### src/rtl/act_stream_buffer.sv
// Absorbs a valid-only activation stream into a FIFO and re-issues it on valid/ready,
// tagging row ends and flagging drops. Optional almost_full port: ACT_STREAM_BUFFER_AFULL_EN.
module act_stream_buffer #(
    parameter int unsigned DATA_W  = 32,
    parameter int unsigned DEPTH   = 16,
    parameter int unsigned ROW_LEN = 64
) (
    input  logic                     clk,
    input  logic                     rst_n,
    input  logic                     valid_in,
    input  logic [DATA_W-1:0]        data_in,
    output logic                     out_valid,
    input  logic                     out_ready,
    output logic [DATA_W-1:0]        out_data,
    output logic                     out_last,
    output logic [$clog2(DEPTH):0]   level,
    output logic                     overflow,
`ifdef ACT_STREAM_BUFFER_AFULL_EN
    output logic                     almost_full,
`endif
    input  logic                     clr_ovf
);

    localparam int unsigned PTR_W = $clog2(DEPTH);
    localparam int unsigned LVL_W = PTR_W + 1;
    localparam int unsigned CNT_W = (ROW_LEN > 1) ? $clog2(ROW_LEN) : 1;

    logic [DATA_W:0]    mem [DEPTH];
    logic [PTR_W-1:0]   wr_ptr;
    logic [PTR_W-1:0]   rd_ptr;
    logic [CNT_W-1:0]   row_cnt;
    logic [LVL_W-1:0]   level_nxt;
    logic               full;
    logic               empty;
    logic               pop;
    logic               push;
    logic               drop;
    logic               row_last;

    assign full     = (level == LVL_W'(DEPTH));
    assign empty    = (level == '0);
    assign pop      = out_valid && out_ready;
    assign push     = valid_in && (!full || pop);
    assign drop     = valid_in && full && !pop;
    assign row_last = (row_cnt == CNT_W'(ROW_LEN - 1));

    // Head is read straight from storage; forced to zero while empty.
    assign out_data = empty ? '0 : mem[rd_ptr][DATA_W-1:0];
    assign out_last = empty ? 1'b0 : mem[rd_ptr][DATA_W];

    always_comb begin
        level_nxt = level;
        if (push && !pop) begin
            level_nxt = level + LVL_W'(1);
        end else if (pop && !push) begin
            level_nxt = level - LVL_W'(1);
        end
    end

    // Storage is deliberately not reset; empty masking hides stale contents.
    always_ff @(posedge clk) begin
        if (push) begin
            mem[wr_ptr] <= {row_last, data_in};
        end
    end

    always_ff @(posedge clk or negedge rst_n) begin
        if (!rst_n) begin
            wr_ptr    <= '0;
            rd_ptr    <= '0;
            level     <= '0;
            out_valid <= 1'b0;
            row_cnt   <= '0;
            overflow  <= 1'b0;
        end else begin
            if (push) begin
                wr_ptr <= wr_ptr + PTR_W'(1);
            end
            if (pop) begin
                rd_ptr <= rd_ptr + PTR_W'(1);
            end
            level     <= level_nxt;
            out_valid <= (level_nxt != '0);
            // Row position follows the producer, so dropped beats still count.
            if (valid_in) begin
                row_cnt <= row_last ? '0 : row_cnt + CNT_W'(1);
            end
            if (drop) begin
                overflow <= 1'b1;
            end else if (clr_ovf) begin
                overflow <= 1'b0;
            end
        end
    end

`ifdef ACT_STREAM_BUFFER_AFULL_EN
    always_ff @(posedge clk or negedge rst_n) begin
        if (!rst_n) begin
            almost_full <= 1'b0;
        end else begin
            almost_full <= (level_nxt >= LVL_W'(DEPTH - 2));
        end
    end
`endif

endmodule

### config.mk
export PLATFORM = sky130hd
export DESIGN_NAME = act_stream_buffer
export DESIGN_NICKNAME = d
export VERILOG_FILES = /design/src/rtl/act_stream_buffer.sv
export SDC_FILE = /design/constraint.sdc
export NUM_CORES = 1
export LEC_CHECK = 0
export ABC_AREA = 1
export CAP_MARGIN = 25
export CORE_ASPECT_RATIO = 0.7
export CORE_UTILIZATION = 40
export CTS_BUF_LIST = sky130_fd_sc_hd__clkbuf_16
export DETAILED_ROUTE_END_ITERATION = 6
export DONT_BUFFER_PORTS = 1
export PLACE_DENSITY = 0.51
export SLEW_MARGIN = 20
export SYNTH_ARGS = -nofsm -noshare
export SYNTH_HDL_FRONTEND = slang
export SYNTH_SLANG_ARGS = --single-unit
### constraint.sdc
create_clock -name clk -period 3.95 [get_ports clk]
set_clock_uncertainty 0.1 [all_clocks]
set_input_delay 0.395 -clock clk [delete_from_list [all_inputs] [get_ports clk]]
set_output_delay 0.395 -clock clk [all_outputs]
set_load 0.005 [all_outputs]
==> Word-level counts from Yosys, hierarchy flattened <==
Memory sizes are Yosys's and may differ from the RTL's.
Index checks and enable logic that the tools add are counted.
Widths: inputs -> output; s select.
{ "totals": {"regBits": 21, "latch_bits": 0, "ram_bits": 528, "romBits": 0, "input_bits": 37, "out_inout_bits": 40, "word_cells": 36, "mem_count": 1} }
{ "classes": {"n_addsub": 5, "n_mul": 0, "n_div": 0, "magnitude_cmp": 0, "eq_ne": 2, "shift": 0, "mux": 9, "bitwise_logic": 0, "reduce_logical": 13} }
{ "mem_list": {"columns": ["memory", "depth", "word_bits", "read_ports", "rd_ports_with_merged_regs", "write_ports", "line", "text"], "rows": [
  ["mem", 16, 33, 1, 0, 1, "28", "logic [DATA_W:0] mem [DEPTH];"]
]} }
{ "op_table": {"columns": ["op", "n"], "rows": [
  ["$mux 32", 1],
  ["$mux 5", 2],
  ["$add 4x1->4 const B", 2],
  ["$add 6x1->6 const B", 1],
  ["$eq 6x6->1 const B", 1],
  ["$logic_and 1x1->1", 6],
  ["$mux 6", 1],
  ["$add 5x1->5 const B", 1],
  ["$eq 5x5->1 const B", 1],
  ["$logic_not 5->1", 1],
  ["$mux 1", 5],
  ["$reduce_bool 5->1", 1],
  ["$sub 5x1->5 const B", 1],
  ["$logic_not 1->1", 3],
  ["$reduce_bool 2->1", 1],
  ["$logic_or 1x1->1", 1]
]} }

==> Depth between registers and ports, before layout <==
{ "depth": {"depth_word": 9, "ltp_mapped": 10, "mapped_depth_nobuf": 10} }

==> Worst setup path before layout <==
No wires, ideal clock.
{ "synth_path": {"kind": "register -> register", "start": "register level[0]", "end": "memory mem[0][0] (netlist bit), enable pin", "setup_ns": 0.423, "t_arrival_ns": 2.585, "t_required_ns": 3.427, "slack_ns": 0.842, "path_stages_with_launch": 8, "path_buffers": 0, "synth_period_minus_slack_ns": 3.108, "path_cell_list": "dfrtp_1 > inv_1 > ha_1 > nand3_2 > o21ai_2 > inv_1 > nand2_1 > nor2_1"} }
{ "synth_between": {"elab_chain_len": 6} }
{ "synth_rtl": {"columns": ["item", "line", "text"], "rows": [
  ["from (decl)", "16", "output logic [$clog2(DEPTH):0] level,"],
  ["from (signal assigned)", "82", "level <= level_nxt;"],
  ["$eq 5x5->1", "40", "assign full = (level == LVL_W'(DEPTH));"],
  ["$logic_not 1->1", "43", "assign push = valid_in && (!full || pop);"],
  ["$logic_or 1x1->1", "43", null],
  ["$logic_and 1x1->1", "43", null],
  ["$mux 1", "62", "if (push) begin"],
  ["$mux 1 (not written as such)", "63", "mem[wr_ptr] <= {row_last, data_in};"],
  ["to (decl)", "28", null]
]} }
No other way between the ends.

==> Worst setup path in the final report <==
{ "layout_path": {"start": "register rd_ptr[0]", "end": "output out_data[31]"} }
{ "layout_between": {"elab_chain_len": 2} }
{ "layout_rtl": {"columns": ["item", "line", "text"], "rows": [
  ["from (decl)", "30", "logic [PTR_W-1:0] rd_ptr;"],
  ["from (signal assigned)", "80", "rd_ptr <= rd_ptr + PTR_W'(1);"],
  ["$mem_v2 16x33", null, null],
  ["$mux 32", "48", "assign out_data = empty ? '0 : mem[rd_ptr][DATA_W-1:0];"],
  ["to (decl)", "14", "output logic [DATA_W-1:0] out_data,"]
]} }
No other way between the ends.

==> results.py <==
metrics = {
    "cts": {
        "path_clk_slew_ns": 0.06,
        "cts_made_buffers": 54,
        "root_buffer": "clkbuf_16",
        "cts.repair.resized": 0,
        "cts_setup_buffers": 0,
        "cts_tree": "yes",
        "clock_latency_ns": 0.59,
        "cts_max_path_buffers": 3,
        "clock-sinks": 549,
        "cts_max_level": 2,
    },
    "synth": {
        "synthTopCellsByArea": "edfxtp_1, nand2_1, nand3_1, dfrtp_1, buf_6",
        "synth_top_cell_by_area": "edfxtp_1",
        "postSynthCellCount": 1891,
        "synth-edff-count": 528,
        "ys_ff_latch": 549,
        "synth_cell_types": 30,
        "syn_area_sq_mm": 0.0226,
        "seq_area_frac_synth_pct": 72.6,
        "synth_nets": 1936,
        "synth_top_area_share_pct": 70.2,
        "yosysWarnings": 0,
        "synth_flop_cell": "edfxtp_1",
        "synth.most_common_cell": "nand2_1",
        "synthArstFlopShare_pct": 3.83,
        "synth_area_per_cell_sq_um": 11.9,
        "synth_common_cells": "nand2_1, edfxtp_1, nand3_1",
    },
    "finish": {
        "fin_util_pct": 45.8,
        "syn_to_final_growth_pct": 12.6,
        "finalNetCount": 1949,
        "drive_gt1_share_pct": 7.66,
        "diodes": 0,
    },
    "pwr": {
        "power.density_mw_per_mm2": 730,
        "peakVddDrop_uv": 584,
        "p_leak_nw": 9.14,
    },
    "run_status": {
        "status": "finished, final reports clean",
    },
    "sta": {
        "final-setup-viol-count": 0,
        "rsz0062_at_grt": "no",
        "tightest_slew_ns": 1.09,
        "clock.fmax_mhz": 302,
        "max_slew_margin_pct": 27.1,
        "period_needed_ns": 3.31,
        "tns_ns": 0,
        "slew_violations": 0,
        "fin_crit_sh_pct": 83.8,
        "hold_viol": 0,
    },
    "floorplanning": {
        "fp.dieArea_sq_mm": 0.0574,
        "num_rows": 72,
        "dieWidth_um": 286,
        "ios": 77,
        "core_area_sq_mm": 0.0555,
        "fp.dieH_um": 201,
        "start_util_pct": 40.7,
    },
    "grt": {
        "grt_pass1_vias": 13600,
        "grt-ovfl-total": 0,
        "antenna_found_initial": 2,
        "grt_max_degree": 136,
        "globalRouteTotalUtil_pct": 20.2,
        "grt_pass1_wl_mm": 87.7,
    },
    "routing": {
        "wl_per_cell_um": 21.4,
        "wirelength_mm": 57.4,
        "drc": 0,
        "ant_nets": 0,
        "drt-initial-drc-count": 1169,
        "firstDrtPassIters": 5,
        "vias": 14000,
        "via_per_inst": 5.23,
    },
    "placed_design": {
        "place_congestion": 0.768,
        "port_buffers": 0,
        "dp_hpwl_mm": 28.8,
    },
    "critical_path": {
        "path_class": "reg2out",
        "crit_fanout": 97,
        "worstPathArrival_ns": 2.81,
        "required_ns": 3.45,
        "start_kind": "flip-flop",
        "cp-end-kind": "output pin",
    },
    "worst_hold_path": {
        "hold_class": "in2async",
    },
    "run": {
        "cap_violations": 0,
    },
}
[worst paths after layout]
path / slack, ns / cells past startpoint / endpoint / startpoint
max: 0.64 / 8 / out_data[31] / rd_ptr[0]$_DFFE_PN0N_
min: 0.20 / 2 / level[0]$_DFF_PN0_ / rst_n
max reg2reg: 1.09 / 8 / mem[10][20]$_DFFE_PP_ / level[0]$_DFF_PN0_
min reg2reg: 0.40 / 1 / row_cnt[4]$_DFFE_PN0P_ / row_cnt[4]$_DFFE_PN0P_
max in group asynchronous: 3.16 / 2 / rd_ptr[2]$_DFFE_PN0N_ / rst_n
min in group clk: 0.36 / 2 / overflow$_DFFE_PN0P_ / clr_ovf
[report_power, final]
group          internal, mW  switching [mW]  leakage (nW)  total, mW
Clock                  2.85            2.19         0.885       5.04
Combinational          1.75            4.36          3.23       6.11
Sequential             7.00           0.394          5.03       7.40
Total                  11.6            6.95          9.14       18.5
[final cells by class]
cell class,instances,area (sq um)
multi-input cells,1203,5430
clock inverters,41,285
fillers,5056,30100
flip-flops and latches,549,16400
well taps,740,926
repair buffers,72,853
clock buffers,57,1430
inverters,24,100
[worst max-delay path: stages, from the launching register on]
cell and delay, ns:
dfrtp_4 0.53, inv_8 0.45, buf_12 0.33, nand2_1 0.08
nand3_1 0.07, nand3_1 0.08, nand2_1 0.10, nand2_1 0.05
a21oi_1 0.39
[cell families (layout without fill, tap and decap cells)]
logic type	after synthesis	in the layout	share of synthesized area [%]
buf+inv	139	194	3.94
compound gates	44	44	1.14
simple gates	1138	1138	21.4
xor+xnor	13	13	0.504
flops	549	549	72.6
fa+ha+maj	8	8	0.444
[sequential cells by signal, summed over array words and instances, names as in the netlist]
name       flops
out_valid      1
rd_ptr         4
row_cnt        6
level          5
mem          528
overflow       1
wr_ptr         4
[layer usage]
metal / vias up / part of all wire (%) / GRT usage [%]
li1: 6649 / - / -
met1: 6975 / 48 / 30.2
met4: 4 / 2.3 / 5.35
met5: - / 0.047 / 0
met2: 324 / 45 / 30.3
met3: 89 / 5.1 / 3.57
[cells in the final DEF (no fill, tap or decap), types with 5 or more instances in the layout]
cell type and instances:
nand2_1 694, edfxtp_1 528, nand3_1 408, clkbuf_16 57, dlygate4sd3_1 36, inv_1 31, a21oi_1 27, buf_12 18
dfrtp_1 17, buf_4 17, nor2_4 16, clkinv_1 13, xor2_1 11, a21oi_2 8, ha_1 8, nor2_1 7
o21ai_0 7, clkinv_2 7, nand4_1 5
[through the flow]
step	hold WS (ns)	std cells	area, sq um	total power, mW	worst slack, ns
after floorplan	-0.000591	1891	22600	11.9	0.842
after global placement	-0.000119	2551	23300	13.6	1.16
after detailed placement	-0.000119	2551	23300	13.6	1.14
after CTS	0.324	2685	25400	18.8	0.586
after global routing	0.240	2686	25400	19.7	0.459
final	0.203	2686	25400	18.5	0.641
[what timing repair did]
item,4_1_cts,5_1_grt
endpoints found under the hold margin,547,21
hold buffers,36,1
setup endpoints to repair,0,0
No activity file was read; power rests on OpenSTA's default activity.
